## src/rtl/tdm_rx.sv

```systemverilog
// TDM receiver: deserialises one NUM_CH-slot serial audio stream into parallel
// samples and publishes all channels together once per complete frame.
module tdm_rx #(
  parameter int NUM_CH    = 8,
  parameter int SLOT_BITS = 32,
  parameter int DATA_BITS = 24
) (
  input  logic                        clk,
  input  logic                        rst_n,
  input  logic                        bclk,
  input  logic                        fsync,
  input  logic                        sdata,
  output logic signed [DATA_BITS-1:0] audio_out [0:NUM_CH-1],
  output logic                        data_request,
  output logic                        locked,
  output logic                        frame_err
);
  localparam int F   = NUM_CH * SLOT_BITS;
  localparam int CW  = $clog2(F);
  localparam int SW  = $clog2(SLOT_BITS);
  localparam int CHW = CW - SW;
  localparam logic [CW-1:0]  LAST_BIT  = CW'(F - 1);
  localparam logic [SW-1:0]  LAST_IDX  = SW'(DATA_BITS - 1);
  localparam logic [CHW-1:0] LAST_SLOT = CHW'(NUM_CH - 1);

  typedef enum logic {HUNT, RUN} state_t;

  state_t               state, state_nxt;
  logic [CW-1:0]        bit_cnt, cnt_nxt;
  logic                 err_nxt;
  logic [2:0]           bclk_sync;
  logic [1:0]           fsync_sync, sdata_sync;
  logic                 rise, fs, sd;
  logic [DATA_BITS-1:0] shreg, shift;
  logic [DATA_BITS-1:0] cap [NUM_CH];
  logic [CHW-1:0]       slot;
  logic [SW-1:0]        idx;

  // bclk gets a third stage so a rising edge is seen exactly once
  always_ff @(posedge clk or negedge rst_n) begin
    if (!rst_n) begin
      bclk_sync  <= '0;
      fsync_sync <= '0;
      sdata_sync <= '0;
    end else begin
      bclk_sync  <= {bclk_sync[1:0], bclk};
      fsync_sync <= {fsync_sync[0], fsync};
      sdata_sync <= {sdata_sync[0], sdata};
    end
  end

  assign rise   = bclk_sync[1] & ~bclk_sync[2];
  assign fs     = fsync_sync[1];
  assign sd     = sdata_sync[1];
  assign slot   = bit_cnt[CW-1:SW];
  assign idx    = bit_cnt[SW-1:0];
  assign shift  = {shreg[DATA_BITS-2:0], sd};
  assign locked = (state == RUN);

  always_ff @(posedge clk or negedge rst_n) begin
    if (!rst_n) begin
      state   <= HUNT;
      bit_cnt <= '0;
    end else begin
      state   <= state_nxt;
      bit_cnt <= cnt_nxt;
    end
  end

  // fsync on a rise marks the following rise as bit 0
  always_comb begin
    state_nxt = state;
    cnt_nxt   = bit_cnt;
    err_nxt   = 1'b0;
    if (rise) begin
      case (state)
        HUNT: begin
          if (fs) begin
            state_nxt = RUN;
            cnt_nxt   = '0;
          end
        end
        RUN: begin
          if (fs) begin
            cnt_nxt = '0;
            err_nxt = (bit_cnt != LAST_BIT);
          end else if (bit_cnt == LAST_BIT) begin
            cnt_nxt   = '0;
            err_nxt   = 1'b1;
            state_nxt = HUNT;
          end else begin
            cnt_nxt = bit_cnt + CW'(1);
          end
        end
        default: state_nxt = HUNT;
      endcase
    end
  end

  // An early fsync restarts bit_cnt, so a partial frame never reaches the last slot
  always_ff @(posedge clk or negedge rst_n) begin
    if (!rst_n) begin
      shreg        <= '0;
      data_request <= 1'b0;
      frame_err    <= 1'b0;
      for (int c = 0; c < NUM_CH; c++) begin
        cap[c]       <= '0;
        audio_out[c] <= '0;
      end
    end else begin
      data_request <= 1'b0;
      frame_err    <= err_nxt;
      if (rise && state == RUN && idx <= LAST_IDX) begin
        shreg <= shift;
        if (idx == LAST_IDX) begin
          cap[slot] <= shift;
          if (slot == LAST_SLOT) begin
            for (int c = 0; c < NUM_CH - 1; c++) audio_out[c] <= cap[c];
            audio_out[NUM_CH-1] <= shift;
            data_request        <= 1'b1;
          end
        end
      end
    end
  end
endmodule

```

## config.mk

```make
export PLATFORM = sky130hd
export DESIGN_NAME = tdm_rx
export DESIGN_NICKNAME = d
export VERILOG_FILES = /design/src/rtl/tdm_rx.sv
export SDC_FILE = /design/constraint.sdc
export NUM_CORES = 1
export LEC_CHECK = 0
export CAP_MARGIN = 10
export CORE_MARGIN = 8
export CORE_UTILIZATION = 45
export CTS_CLUSTER_SIZE = 30
export DETAILED_ROUTE_END_ITERATION = 12
export PLACE_DENSITY_LB_ADDON = 0.25
export SYNTH_ARGS = -nofsm -noshare
export SYNTH_HDL_FRONTEND = slang
export SYNTH_SLANG_ARGS = --single-unit
```

## constraint.sdc

```tcl
create_clock -name clk -period 3.73 [get_ports clk]
set_input_delay 0.9325 -clock clk [delete_from_list [all_inputs] [get_ports clk]]
set_output_delay 0.9325 -clock clk [all_outputs]
set_load 0.02 [all_outputs]
```

==> key figures, run 1 <==
Status
  – Status: complete, no violations

Clocking
  – CTS tree: built
  – H-tree lvl count: 2
  – # hold bufs at CTS: 0
  – TritonCTS Buffers: 41
  – Clock Tree Buf Depth: 3
  – Clock latency on the worst-skew pair: 0.52 ns
  – Post-CTS sizing: 0
  – Clk slew on worst S/H paths: 0.06 ns
  – Clock sink total: 401
  – Post-CTS Setup Bufs: 0
  – Clock root buffer: clkbuf_16

STA
  – Setup_tns: 0 ns
  – Final slew viol count: 0
  – Hold Fails Final Rpt: 0
  – Worst-margin pin slew: 1.21 ns
  – Setup violators final: 0
  – Final clock skew: 0.0112 ns
  – FMAX: 362 MHz
  – Worst relative slew slack: 19.5%
  – Period utilization: 74.0%
  – RSZ-0062 raised after global routing: no
  – Minimum clock period: 2.76 ns

Power and ir drop
  – Logic gate share of total power: 2.4%
  – PD cells: 471 nW/µm²
  – Sequential power share: 52.6%
  – Pint: 6.93 mW
  – Pwr Total: 8.92 mW
  – Psw: 2.00 mW
  – Clock power share: 45.0%
  – VDD IR-drop max: 0.308 mV
  – Switching Fraction: 22.4%
  – Leakage: 9.28 nW

Setup path
  – CP arrival: 3.17 ns
  – Crit path capture type: register
  – CP max FO: 13
  – Kind of critical path: reg -> reg
  – Max incr delay on CP: 0.69 ns
  – Req. time, crit path: 4.13 ns
  – CP max stage cell: nand3b_1
  – Crit path launch type: register
  – Crit path max-delay family: simple AND/OR/NAND/NOR gates
  – Reg2reg setup slack: 0.97 ns
  – Critical path buffer and inverter count: 1
  – Crit-path cells: ha_1, nand4b_1, nor3_1, nand3b_1, buf_4, mux2_2

Drt
  – Final WL: 33.0 mm
  – Detailed Route Iter0 Violations: 313
  – 1st-pass router iterations: 4
  – Routed via count: 8,131
  – DR WL/cell: 20.8 µm
  – Routed Antenna Nets: 0
  – Detail-routed via count per cell: 5.12
  – DRC: 0

Global routing
  – Gr usage total: 17.0%
  – Initial antenna violation count: 0
  – Grt total ovfl: 0
  – Vias in the first global route: 8,884
  – Largest net degree at the start of global routing: 93
  – First-pass GRT wire length: 52.6 mm

Yosys
  – FF+latch count, synth: 401
  – Post-synthesis sequential area ratio: 66.3%
  – Synth unique cells: 35
  – Syn avg cell area: 16.7 µm²
  – Synth top area cells: dfrtp_1 (66%), mux2_2 (28%), buf_6 (1.0%)
  – Synth Warn #: 0
  – Cell area after synthesis: 15,100 µm²
  – Most frequent cell after synthesis: dfrtp_1
  – Mapped Cells: 906
  – Ys async rst share: 100%
  – Post-synth EDFFs: 0
  – Commonest cells in the netlist: dfrtp_1 (401), mux2_2 (380), buf_1 (25)
  – Primary FF master, synth: dfrtp_1
  – Share of the synthesized area in the top cell type: 66.3%
  – Post-Syn Nets: 913
  – Cell taking the most area after synthesis: dfrtp_1

Die
  – Starting density of the core: 45.4%
  – Die height: 199 µm
  – DIE WIDTH: 199 µm
  – Row count: 67
  – Die area: 39,800 µm²
  – Io pins: 200
  – Core Box Area: 33,400 µm²

Placed design
  – Post-placement cell count: 1,517
  – Final RePlAce weighted congestion: 0.757
  – Port bufs: 199
  – Post-DP HPWL: 21.4 mm
  – Cell Area, Placed: 17,600 µm²

Final layout
  – Final core utilization: 56.8%
  – Non-Filler Instances: 1,589
  – Antenna diodes: 0
  – Final std cell area, no fill: 18,900 µm²
  – Nets: 1,119
  – Syn-to-layout area delta: 25.2%
  – Layout cells sized above 1: 41.8%

Run
  – Max cap viols: 0

Min path
  – Hold Path Class: reg -> reg
[kinds of logic after synthesis]
family,after synthesis,share of synthesized area [%]
muxes,384,28.6
AOI/OAI and AO/OA,16,0.612
DFF,401,66.3
and+or+nand+nor,38,1.66
xor gates and xnor gates,1,0.0579
buffers and inverters,64,2.61
adders and majority gates,2,0.165
[cells in the final DEF, fill, tap and decap left out, types with 2 or more instances in the layout]
| master | count |
|---|---|
| a21oi_1 | 4 |
| a31oi_1 | 2 |
| and2_1 | 3 |
| buf_12 | 8 |
| buf_4 | 18 |
| clkbuf_1 | 8 |
| clkbuf_16 | 43 |
| clkbuf_8 | 12 |
| clkdlybuf4s50_1 | 198 |
| clkinv_2 | 7 |
| dfrtp_1 | 401 |
| ha_1 | 2 |
| inv_1 | 2 |
| mux2_1 | 4 |
| mux2_2 | 380 |
| nand2_1 | 7 |
| nand3_1 | 6 |
| nand3b_1 | 2 |
| nor2_1 | 4 |
| nor3_1 | 2 |
| nor3b_4 | 2 |
| o21ai_0 | 6 |
| or3_1 | 2 |
[power by group through the flow]
stage / Clock [mW] / Combinational [mW] / Sequential (mW)
floorplan: 0 / 0.223 / 4.53
global placement: 0 / 0.214 / 4.78
detailed placement: 0 / 0.220 / 4.78
CTS: 4.13 / 0.222 / 4.70
global route: 4.31 / 0.245 / 4.72
finish: 4.02 / 0.213 / 4.69
[layer usage]
layer / vias to the layer above / track usage, % / share of wire, %
met5: - / 0 / 0
met4: 0 / 4.33 / 1.9
met3: 50 / 4.41 / 6.5
met2: 178 / 27.3 / 47
met1: 4297 / 22.7 / 44
li1: 3606 / - / -
[cell type report]
type / instances / area, µm²
Multi-Input combinational cell: 441 / 4710
Tap cell: 448 / 561
Clock inverter: 9 / 73.8
Timing Repair Buffer: 225 / 2290
Inverter: 2 / 7.51
Sequential cell: 401 / 10000
Fill cell: 2717 / 14400
Clock buffer: 63 / 1270
[flip-flops by register name, summed over array words and instances, names as in the netlist]
register	cells
bclk_sync	3
cap	168
bit_cnt	8
shreg	23
sdata_sync	2
frame_err	1
data_request	1
audio_out	192
fsync_sync	2
locked	1
[final timing paths]
check	endpoint	start	depth (start not counted)
worst min-delay path	fsync_sync[1]	fsync_sync[0]	0
worst min register to register	fsync_sync[1]	fsync_sync[0]	0
max in group asynchronous	cap[180]	rst_n	2
worst max register to register	cap[137]	bit_cnt[0]	6
min in group asynchronous	cap[174]	rst_n	1
worst max-delay path	cap[137]	bit_cnt[0]	6
[through the flow]
stage               hold WS, ns  worst slack [ns]
finish                    0.351             0.968
global route              0.353             0.766
CTS                       0.349             0.945
detailed placement        0.337             0.948
global placement          0.333              1.02
floorplan                 0.331              1.60
No activity file was read; power rests on OpenSTA's default activity.
==> run 2: changes to the inputs <==
==> constraint.sdc (replaced) <==
create_clock -name clk -period 2.35 [get_ports clk]
set_input_delay 0.5875 -clock clk [delete_from_list [all_inputs] [get_ports clk]]
set_output_delay 0.5875 -clock clk [all_outputs]
set_load 0.02 [all_outputs]
==> key figures, run 2 (same netlist as run 1, synthesis figures left out) <==
STA
  – Final slew viol count: 0 (unchanged)
  – Setup_tns: 0 ns (unchanged)
  – Period utilization: 95.2%
  – Minimum clock period: 2.24 ns
  – Worst-margin pin slew: 0.579 ns (was 1.21 ns)
  – Hold Fails Final Rpt: 0 (unchanged)
  – Final clock skew: 0.0129 ns (was 0.0112 ns)
  – Worst relative slew slack: 61.1% (was 19.5%)
  – Post-route setup slack: 0.113 ns (was 0.968 ns)
  – FMAX: 447 MHz
  – Setup violators final: 0 (unchanged)
  – RSZ-0062 raised after global routing: no (unchanged)

Setup path
  – CP max stage cell: clkdlybuf4s50_1 (was nand3b_1)
  – RR Startpoint: bit_cnt[1] (was bit_cnt[0])
  – FF-to-FF path depth: 6 (unchanged)
  – CP max FO: 6 (was 13)
  – Critical path buffer and inverter count: 1 (unchanged)
  – Req. time, crit path: 1.76 ns (was 4.13 ns)
  – Max incr delay on CP: 0.68 ns (was 0.69 ns)
  – Crit-path cells: clkdlybuf4s50_1 (was ha_1, nand4b_1, nor3_1, nand3b_1, buf_4, mux2_2)
  – Crit path capture type: output pin (was register)
  – Reg2reg setup slack: 0.16 ns (was 0.97 ns)
  – Kind of critical path: reg -> out (was reg -> reg)
  – CP arrival: 1.65 ns (was 3.17 ns)
  – Worst r2r dst: audio_out[27] (was cap[137])
  – Crit path max-delay family: buffers and inverters (was simple AND/OR/NAND/NOR gates)
  – Crit path launch type: register (unchanged)

Final layout
  – Biggest register: audio_out (unchanged)
  – Most frequent cells in the layout: dfrtp_1 (401), mux2_2 (380), clkdlybuf4s50_1 (198) (unchanged)
  – Syn-to-layout area delta: 26.5% (was 25.2%)
  – Max FFs per register: 192 (unchanged)
  – Layout cells sized above 1: 42.6% (was 41.8%)
  – Commonest non-fill, non-tap cell in the layout: dfrtp_1 (unchanged)
  – Final core utilization: 57.4% (was 56.8%)
  – Final std cell area, no fill: 19,100 µm² (was 18,900 µm²)
  – Biggest regs: audio_out (192), cap (168), shreg (23) (unchanged)
  – Antenna diodes: 0 (unchanged)
  – Nets: 1,134 (was 1,119)

Global routing
  – Gr usage total: 16.9% (was 17.0%)
  – Initial antenna violation count: 0 (unchanged)
  – Vias in the first global route: 8,921 (was 8,884)
  – First-pass GRT wire length: 52.8 mm (was 52.6 mm)
  – Largest net degree at the start of global routing: 75 (was 93)
  – Grt total ovfl: 0 (unchanged)

Placed design
  – Post-DP HPWL: 21.7 mm (was 21.4 mm)
  – Cell Area, Placed: 17,800 µm² (was 17,600 µm²)
  – Final RePlAce weighted congestion: 0.770 (was 0.757)
  – Port bufs: 199 (unchanged)
  – Worst slack, placed: 0.0411 ns (was 0.948 ns)

Die
  – Starting density of the core: 45.4% (unchanged)
  – Die height: 199 µm (unchanged)
  – Core Box Area: 33,400 µm² (unchanged)
  – Row count: 67 (unchanged)
  – DIE WIDTH: 199 µm (unchanged)
  – Die area: 39,800 µm² (unchanged)
  – Io pins: 200 (unchanged)

Clocking
  – H-tree lvl count: 2 (unchanged)
  – Post-CTS sizing: 0 (unchanged)
  – CTS tree: built (unchanged)
  – Clock root buffer: clkbuf_16 (unchanged)
  – TritonCTS Buffers: 42 (was 41)
  – Clock latency on the worst-skew pair: 0.52 ns (about the same)
  – Clk slew on worst S/H paths: 0.06 ns (about the same)
  – Clock Tree Buf Depth: 3 (unchanged)
  – # hold bufs at CTS: 0 (unchanged)
  – Post-CTS Setup Bufs: 0 (unchanged)
  – Clock sink total: 401 (unchanged)

Min path
  – Hold Path Class: in -> async (was reg -> reg)

Power and ir drop
  – VDD IR-drop max: 0.621 mV (was 0.308 mV)
  – PD cells: 745 nW/µm² (was 471 nW/µm²)
  – Leakage: 9.36 nW (was 9.28 nW)
  – Pwr Total: 14.3 mW (was 8.92 mW)

Drt
  – Routed Antenna Nets: 0 (unchanged)
  – Detail-routed via count per cell: 5.10 (was 5.12)
  – 1st-pass router iterations: 4 (unchanged)
  – DRC: 0 (unchanged)
  – Final WL: 32.8 mm (was 33.0 mm)
  – Routed via count: 8,191 (was 8,131)
  – DR WL/cell: 20.4 µm (was 20.8 µm)
  – Detailed Route Iter0 Violations: 304 (was 313)

Run
  – Max cap viols: 0 (unchanged)

Status
  – Status: complete, no violations (unchanged)
run 2: cell types whose count changed in the layout (fill, tap and decap cells not counted), sizes merged:
cell,delta
buf,+14
clkbuf,-1
clkinvlp,+2
bufinv,+1
run 2: stage by stage:
step                hold slack [ns]  std cells
floorplan                     0.292        906
global placement              0.332       1531
detailed placement            0.337       1531
CTS                         0.00749       1605
global route                 0.0215       1605
finish                      0.00330       1605
run 2: worst max path at each step:
stage,startpoint,to,slack [ns],cells after the start
finish,locked,locked,0.11,1
floorplan,bit_cnt[0],cap[52],0.22,7
global placement,bit_cnt[0],audio_out[80],0.08,6
CTS,bit_cnt[1],audio_out[99],0.03,6
global route,bit_cnt[1],audio_out[99],0.03,6
detailed placement,bit_cnt[1],audio_out[99],0.04,6
run 2: final cells by class:
type | count | area, µm²
Sequential cell | 401 | 10000
Clock buffer | 62 | 1250
Tap cell | 448 | 561
Fill cell | 2694 | 14200
Multi-Input combinational cell | 441 | 4710
Clock inverter | 12 | 119
Inverter | 2 | 7.51
Timing Repair Buffer | 239 | 2450
run 2: metal layers:
metal | wire, µm | track usage, % | vias to the layer above
li1 | - | - | 3647
met4 | 543 | 3.76 | 0
met3 | 1700 | 3.49 | 44
met1 | 15100 | 23.3 | 4334
met2 | 15500 | 27.3 | 166
met5 | 0 | 0 | -
run 2: power breakdown:
part           internal (mW)  switching, mW  leakage (nW)
Combinational          0.152          0.190          3.13
Clock                   3.89           2.61         0.673
Sequential              7.02          0.402          5.56
